[src/rtl/multi_flop_sync_filter_pkg.sv]
// Shared constants and helpers for the multi-channel sync/debounce/edge conditioner.
package multi_flop_sync_filter_pkg;

  localparam int MIN_STAGES        = 2;
  localparam int MIN_FILTER_CYCLES = 1;

  // Counter must hold 0..FILTER_CYCLES-1; one extra code keeps FILTER_CYCLES=1 at 1 bit.
  function automatic int cnt_width(input int filter_cycles);
    return $clog2(filter_cycles + 1);
  endfunction

endpackage

[src/rtl/multi_flop_sync_filter_channel.sv]
// One channel of stability filter plus edge detector, fed from the synchronised level.
module sync_filter_channel
  import multi_flop_sync_filter_pkg::*;
#(
  parameter int   FILTER_CYCLES = 4,
  parameter logic RESET_VALUE   = 1'b0
) (
  input  logic dest_clk,
  input  logic dest_rst_n,
  input  logic sync_in,
  output logic filt_out,
  output logic rise_pulse,
  output logic fall_pulse,
  output logic change_next
);

  localparam int              CNT_W    = cnt_width(FILTER_CYCLES);
  localparam logic [CNT_W-1:0] CNT_LAST = CNT_W'(FILTER_CYCLES - 1);

  logic [CNT_W-1:0] cnt;
  logic [CNT_W-1:0] cnt_next;
  logic             differ;
  logic             accept;
  logic             filt_next;
  logic             rise_next;
  logic             fall_next;

  // Accept happens on the edge closing the FILTER_CYCLES-th differing cycle;
  // any return to equality clears the count, so it can never pass CNT_LAST.
  always_comb begin
    differ    = (sync_in != filt_out);
    accept    = differ && (cnt == CNT_LAST);
    cnt_next  = '0;
    if (differ && !accept) cnt_next = cnt + CNT_W'(1);
    filt_next = accept ? sync_in : filt_out;
    rise_next = accept & sync_in;
    fall_next = accept & ~sync_in;
  end

  assign change_next = accept;

  always_ff @(posedge dest_clk or negedge dest_rst_n) begin
    if (!dest_rst_n) begin
      cnt        <= '0;
      filt_out   <= RESET_VALUE;
      rise_pulse <= 1'b0;
      fall_pulse <= 1'b0;
    end else begin
      cnt        <= cnt_next;
      filt_out   <= filt_next;
      rise_pulse <= rise_next;
      fall_pulse <= fall_next;
    end
  end

endmodule

[src/rtl/multi_flop_sync_filter.sv]
// Multi-channel async input conditioner: flop synchroniser, debounce filter, edge pulses.
module multi_flop_sync_filter
  import multi_flop_sync_filter_pkg::*;
#(
  parameter int                  CHANNELS      = 4,
  parameter int                  NUM_STAGES    = 2,
  parameter int                  FILTER_CYCLES = 4,
  parameter logic [CHANNELS-1:0] RESET_VALUE   = {CHANNELS{1'b0}}
) (
  input  logic                dest_clk,
  input  logic                dest_rst_n,
  input  logic [CHANNELS-1:0] async_in,
  output logic [CHANNELS-1:0] sync_out,
  output logic [CHANNELS-1:0] filt_out,
  output logic [CHANNELS-1:0] rise_pulse,
  output logic [CHANNELS-1:0] fall_pulse,
  output logic                any_change
);

  if (NUM_STAGES < MIN_STAGES) begin : g_bad_stages
    $error("multi_flop_sync_filter: NUM_STAGES must be >= 2");
  end
  if (FILTER_CYCLES < MIN_FILTER_CYCLES) begin : g_bad_filter
    $error("multi_flop_sync_filter: FILTER_CYCLES must be >= 1");
  end

  // Plain flop chain, nothing between stages, so the tool can place it as a synchroniser.
  logic [CHANNELS-1:0] stage [NUM_STAGES];

  always_ff @(posedge dest_clk or negedge dest_rst_n) begin
    if (!dest_rst_n) begin
      for (int k = 0; k < NUM_STAGES; k++) stage[k] <= RESET_VALUE;
    end else begin
      stage[0] <= async_in;
      for (int k = 1; k < NUM_STAGES; k++) stage[k] <= stage[k-1];
    end
  end

  assign sync_out = stage[NUM_STAGES-1];

  logic [CHANNELS-1:0] change_next;

  for (genvar i = 0; i < CHANNELS; i++) begin : g_chan
    sync_filter_channel #(
      .FILTER_CYCLES (FILTER_CYCLES),
      .RESET_VALUE   (RESET_VALUE[i])
    ) u_chan (
      .dest_clk    (dest_clk),
      .dest_rst_n  (dest_rst_n),
      .sync_in     (sync_out[i]),
      .filt_out    (filt_out[i]),
      .rise_pulse  (rise_pulse[i]),
      .fall_pulse  (fall_pulse[i]),
      .change_next (change_next[i])
    );
  end

  // Built from the channels' next-state accept so it lands on the same edge as the pulses.
  always_ff @(posedge dest_clk or negedge dest_rst_n) begin
    if (!dest_rst_n) any_change <= 1'b0;
    else             any_change <= |change_next;
  end

endmodule

[config.mk]
export PLATFORM = sky130hd
export DESIGN_NAME = multi_flop_sync_filter
export DESIGN_NICKNAME = d
export VERILOG_FILES = /design/src/rtl/multi_flop_sync_filter_pkg.sv /design/src/rtl/multi_flop_sync_filter_channel.sv /design/src/rtl/multi_flop_sync_filter.sv
export SDC_FILE = /design/constraint.sdc
export NUM_CORES = 1
export LEC_CHECK = 0
export BUFFER_PORTS_ARGS = -buffer_cell sky130_fd_sc_hd__buf_2
export CAP_MARGIN = 20
export CORE_MARGIN = 3
export CORE_UTILIZATION = 50
export CTS_CLUSTER_SIZE = 24
export DETAILED_ROUTE_END_ITERATION = 10
export HOLD_SLACK_MARGIN = 0.1
export PLACE_DENSITY = 0.7
export RECOVER_POWER = 50
export SETUP_SLACK_MARGIN = 0.02
export SYNTH_ARGS = -nofsm -noshare
export SYNTH_HDL_FRONTEND = slang
export SYNTH_SLANG_ARGS = --single-unit
[constraint.sdc]
create_clock -name dest_clk -period 1.59 [get_ports dest_clk]
set_clock_uncertainty 0.1 [all_clocks]
set_input_delay 0.0795 -clock dest_clk [delete_from_list [all_inputs] [get_ports dest_clk]]
set_output_delay 0.0795 -clock dest_clk [all_outputs]
set_load 0.05 [all_outputs]
==> reports/metrics.yaml, run 1 <==
ir_drop_mv: 1.04
worst_pin_slew_ns: 0.765
grt_max_degree: 34
rr_worst_depth: 3
path_common_cell: "ha_1"
timing.final.crit_share: 0.846
num_vias: 715
grt_pass1_wl_um: 3040
cp-start-kind: "flip-flop"
io_pins: 23
drt-wirelength-per-cell_um: 10.8
ant_nets: 0
required_ns: 1.69
clkTransAtPathRegs_ns: 0.09
worstSetupEndpointType: "flip-flop"
cts_setup_buffers: 0
ctsLongestPathBuffers: 2
cp_slowest_cell: "dfrtp_1"
path_cells: "ha_1 > ha_1 > mux2_1"
netlist.top_cell.by_area: "dfrtp_1"
drive_gt1_frac: 0.246
die_x_um: 57.0
grt.total_usage: 0.127
fmax_ghz: 0.743
setup_viol_count_final: 0
fp.dieH_um: 57.0
yosys-top-cells-area: "dfrtp_1 64%, buf_4 9.2%, ha_1 7.7%"
synth_cell_type_count: 13
relSlewSlack: 0.490
dieArea_mm2: 0.00325
synth_warnings: 0
start_util: 0.556
fin_tns_setup_ns: 0
drv_cap: 0
dp.cells: 141
syn2layout_area_growth_pct: 11.2
antenna_found_initial: 0
coreArea_mm2: 0.00234
grt-ovfl-total: 0
slew_violations: 0
synth_nets: 121
yosysTopAreaCellShare: 0.635
synth-seq-cells: 33
cp_max_fo: 5
rows: 17
cts-root-buf: "clkbuf_4"
via_per_inst: 4.64
status: "finished clean"
power_density_mw_per_mm2: 1670
cts_tree: "built"
drc_errors: 0
rsz0062_at_grt: "false"
avgSynthCellArea_um2: 12.1
p_total_uw: 2410
whs_ns: 0.265
clk_latency_ns: 0.31
first_pass_iters: 3
clkSinkCount: 33
layout.nets: 139
routed_wl_um: 1660
place_hpwl_um: 1220
arrival_ns: 1.45
finalCriticalPeriod_ns: 1.35
synth.cell_area_mm2: 0.00130
synthCells: 107
r2r_slack_ns: 0.24
power.leakage_uw: 0.000781
io_buffers: 22
gp_congestion: 0.630
htreeDepth: 2
hold_violations: 0
mostFrequentLayoutCell: "dfrtp_1"
numCtsBuffers: 5
final_cell_mix: "33 x dfrtp_1, 21 x buf_2, 16 x nor2_1"
stdcell_count: 154
grt_pass1_vias: 738
criticalPathCategory: "flip-flop to flip-flop"
max_stage_delay_ns: 0.40
seq_area_frac_synth: 0.635
drt-initial-drc-count: 6
antennaDiodeCount: 0
hold_class: "primary input to asynchronous set/reset pin"
[area by class of cell]
type,instances,area (um^2)
clock buffers,7,65.1
clock inverters,1,5.00
fillers,191,895
inverters,11,41.3
multi-input cells,47,313
flip-flops and latches,33,826
well taps,28,35.0
repair buffers,27,160
[kinds of logic (layout without fill, tap and decap cells)]
family,Yosys count,after routing,synth area share
buf+inv,27,46,0.124
mux,1,1,0.00866
compound gates,5,5,0.0231
fa+ha+maj,8,8,0.0770
simple gates,29,29,0.105
xor+xnor,4,4,0.0269
flops,33,33,0.635
[per-stage QoR]
stage               utilization  instance area [um^2]  setup WS, ns
floorplan                     -                  1300         0.300
global placement          0.566                  1330         0.287
detailed placement        0.566                  1330         0.250
CTS                       0.618                  1450         0.235
global route              0.618                  1450         0.168
finish                    0.618                  1450         0.244
[per-layer routing]
layer	part of all wire	GRT usage	routed length [um]	vias up
li1	-	-	-	356
met1	0.44	0.140	737	338
met2	0.48	0.204	798	19
met3	0.066	0.0498	110	2
met4	0.0084	0.0795	14	0
met5	0	0	0	-
[synthesized netlist by cell type, drive strengths merged]
cell    count
and3b       1
o21ai       3
buf        16
nand2       5
inv        11
nand2b      4
mux2        1
dfrtp      33
a22oi       2
xor2        4
ha          8
nor3b       3
nor2       16
[report_power, final]
part	switching, uW	internal [uW]	leakage (uW)	total (uW)
Combinational	537	235	0.000314	772
Clock	247	256	0.0000413	503
Sequential	110	1030	0.000426	1140
[state kept, by name, indices dropped and copies added (netlist names)]
name	cells
sync_out	4
g_chan.u_chan.cnt	12
any_change	1
g_chan.u_chan.filt_out	4
g_chan.u_chan.rise_pulse	4
stage	4
g_chan.u_chan.fall_pulse	4
[path summary, 6_finish.rpt]
| kind | from | end |
|---|---|---|
| min reg2reg | stage[7] | sync_out[3] |
| max in group asynchronous | dest_rst_n | g_chan[3].u_chan.filt_out |
| max | g_chan[1].u_chan.cnt[0] | g_chan[1].u_chan.filt_out |
| min in group dest_clk | stage[7] | sync_out[3] |
| max reg2reg | g_chan[1].u_chan.cnt[0] | g_chan[1].u_chan.filt_out |
| min | dest_rst_n | g_chan[2].u_chan.cnt[0] |
[worst max-delay path: cells and delay by family (launching register included)]
kind,cells,cell delay (ns)
fa+ha+maj,2,0.42
flops,1,0.40
mux,1,0.31
[repair_timing]
action	CTS	global route
gates resized for setup	0	0
endpoints found under the setup margin	0	0
endpoints found under the hold margin	37	0
hold buffers	5	0
No activity file was read; power rests on OpenSTA's default activity.
==> run 2: changes to the inputs <==
==> constraint.sdc (replaced) <==
create_clock -name dest_clk -period 1.3 [get_ports dest_clk]
set_clock_uncertainty 0.1 [all_clocks]
set_input_delay 0.065 -clock dest_clk [delete_from_list [all_inputs] [get_ports dest_clk]]
set_output_delay 0.065 -clock dest_clk [all_outputs]
set_load 0.05 [all_outputs]
==> reports/metrics.yaml, run 2 (synthesis results as in run 1) <==
status: "finished clean"
fmax_ghz: 0.800
routed_wl_um: 1840
switching_power_uw: 1150
die_x_um: 57.0
timing.final.crit_share: 0.962
power_density_mw_per_mm2: 1990
p_total_uw: 3050
hold_class: "flip-flop to flip-flop"
place_hpwl_um: 1360
critPathTopFamily: "flip-flops"
clk_latency_ns: 0.31
timing.critical_path.buf_inv: 0
required_ns: 1.41
p_clk_frac: 0.179
setup_viol_count_final: 0
dpl_cell_area_mm2: 0.00135
mostFrequentLayoutCell: "dfrtp_1"
cp_max_fo: 5
syn2layout_area_growth_pct: 18.0
ctsLongestPathBuffers: 2
fin_tns_setup_ns: 0
cp-start-kind: "flip-flop"
pwr-share-comb: 0.364
coreArea_mm2: 0.00234
grt_pass1_vias: 713
clkTransAtPathRegs_ns: 0.09
largest_reg_flops: 12
final_area_mm2: 0.00153
relSlewSlack: 0.754
ir_drop_mv: 1.19
power_frac_seq: 0.457
start_util: 0.556
power.leakage_uw: 0.000785
utilization: 0.656
htreeDepth: 2
grt.total_usage: 0.134
arrival_ns: 1.36
path_cells: "ha_2 > ha_4 > mux2_4"
ant_nets: 0
grt_pass1_wl_um: 3220
fp.dieH_um: 57.0
io_buffers: 22
rr_worst_depth: 3
sw_frac_of_total: 0.377
num_vias: 716
cts-root-buf: "clkbuf_4"
worst_pin_slew_ns: 0.368
worstSetupEndpointType: "flip-flop"
regMostFlops: "g_chan.u_chan.cnt"
drive_gt1_frac: 0.328
whs_ns: 0.255
drt-initial-drc-count: 10
rsz0062_at_grt: "true"
io_pins: 23
first_pass_iters: 4
numCtsBuffers: 5
antenna_found_initial: 0
cts_tree: "built"
slew_violations: 0
final_cell_mix: "33 x dfrtp_1, 16 x nor2_1, 13 x buf_2"
max_stage_delay_ns: 0.39
grt-ovfl-total: 0
gp_congestion: 0.711
dieArea_mm2: 0.00325
path_depth: 3
hold_violations: 0
hold_path_depth: 0
antennaDiodeCount: 0
drc_errors: 0
via_per_inst: 4.59
grt_max_degree: 21
drv_cap: 0
drt-wirelength-per-cell_um: 11.8
finalCriticalPeriod_ns: 1.25
layout.nets: 142
criticalPathCategory: "flip-flop to flip-flop"
rows: 17
cp_slowest_cell: "dfrtp_1"
filler_cell_count: 162
clkSinkCount: 33
internal_power_uw: 1900
==> run 2: changes by cell type in the layout (fill, tap and decap cells not counted), sizes merged <==
cell         previous run  this run
clkbuf                  8        16
buf                    21        15
clkinv                  1         0
dlygate4sd3             5         6
==> run 2: worst paths after layout <==
kind / start / end / slack [ns]
hold reg to reg: stage[6] / sync_out[2] / 0.26
hold / removal: stage[6] / sync_out[2] / 0.26
setup reg to reg: g_chan[1].u_chan.cnt[0] / g_chan[1].u_chan.filt_out / 0.05
setup / recovery: g_chan[1].u_chan.cnt[0] / g_chan[1].u_chan.filt_out / 0.05
max in group asynchronous: dest_rst_n / g_chan[0].u_chan.filt_out / 0.09
min in group asynchronous: dest_rst_n / sync_out[1] / 0.60
==> run 2: power groups by stage <==
stage               Combinational, uW  Sequential (uW)  Clock, uW
finish                           1110             1390        547
detailed placement                966             1410          0
floorplan                         808             1430          0
global placement                  924             1400          0
CTS                              1060             1390        576
global route                     1240             1420        636
==> run 2: timing repair <==
item                                    in CTS  in global routing
hold buffers                                 6                  0
resized for setup                            6                  6
endpoints found under the hold margin       37                  0
pin swaps                                    0                  2
setup buffers                                0                  1
endpoints found under the setup margin       6                 12
==> run 2: per-stage QoR <==
step | setup WS (ns) | cells
3_3_place_gp | 0.0293 | 142
6_report | 0.0494 | 156
4_1_cts | 0.00862 | 155
3_5_place_dp | -0.0178 | 142
2_1_floorplan | 0.0427 | 107
5_1_grt | 0.0146 | 156
==> run 2: layer usage <==
metal	share of wire	wire, um	GRT usage
met1	0.44	818	0.164
met4	0.0065	12	0.0596
met2	0.50	916	0.202
met3	0.052	96	0.0633
met5	0	0	0
==> run 2: final cells by class <==
type	instances	area, um^2	area share
well taps	28	35.0	0.0228
inverters	11	41.3	0.0269
flip-flops and latches	33	826	0.538
repair buffers	30	198	0.129
multi-input cells	47	379	0.247
clock buffers	7	55.1	0.0359
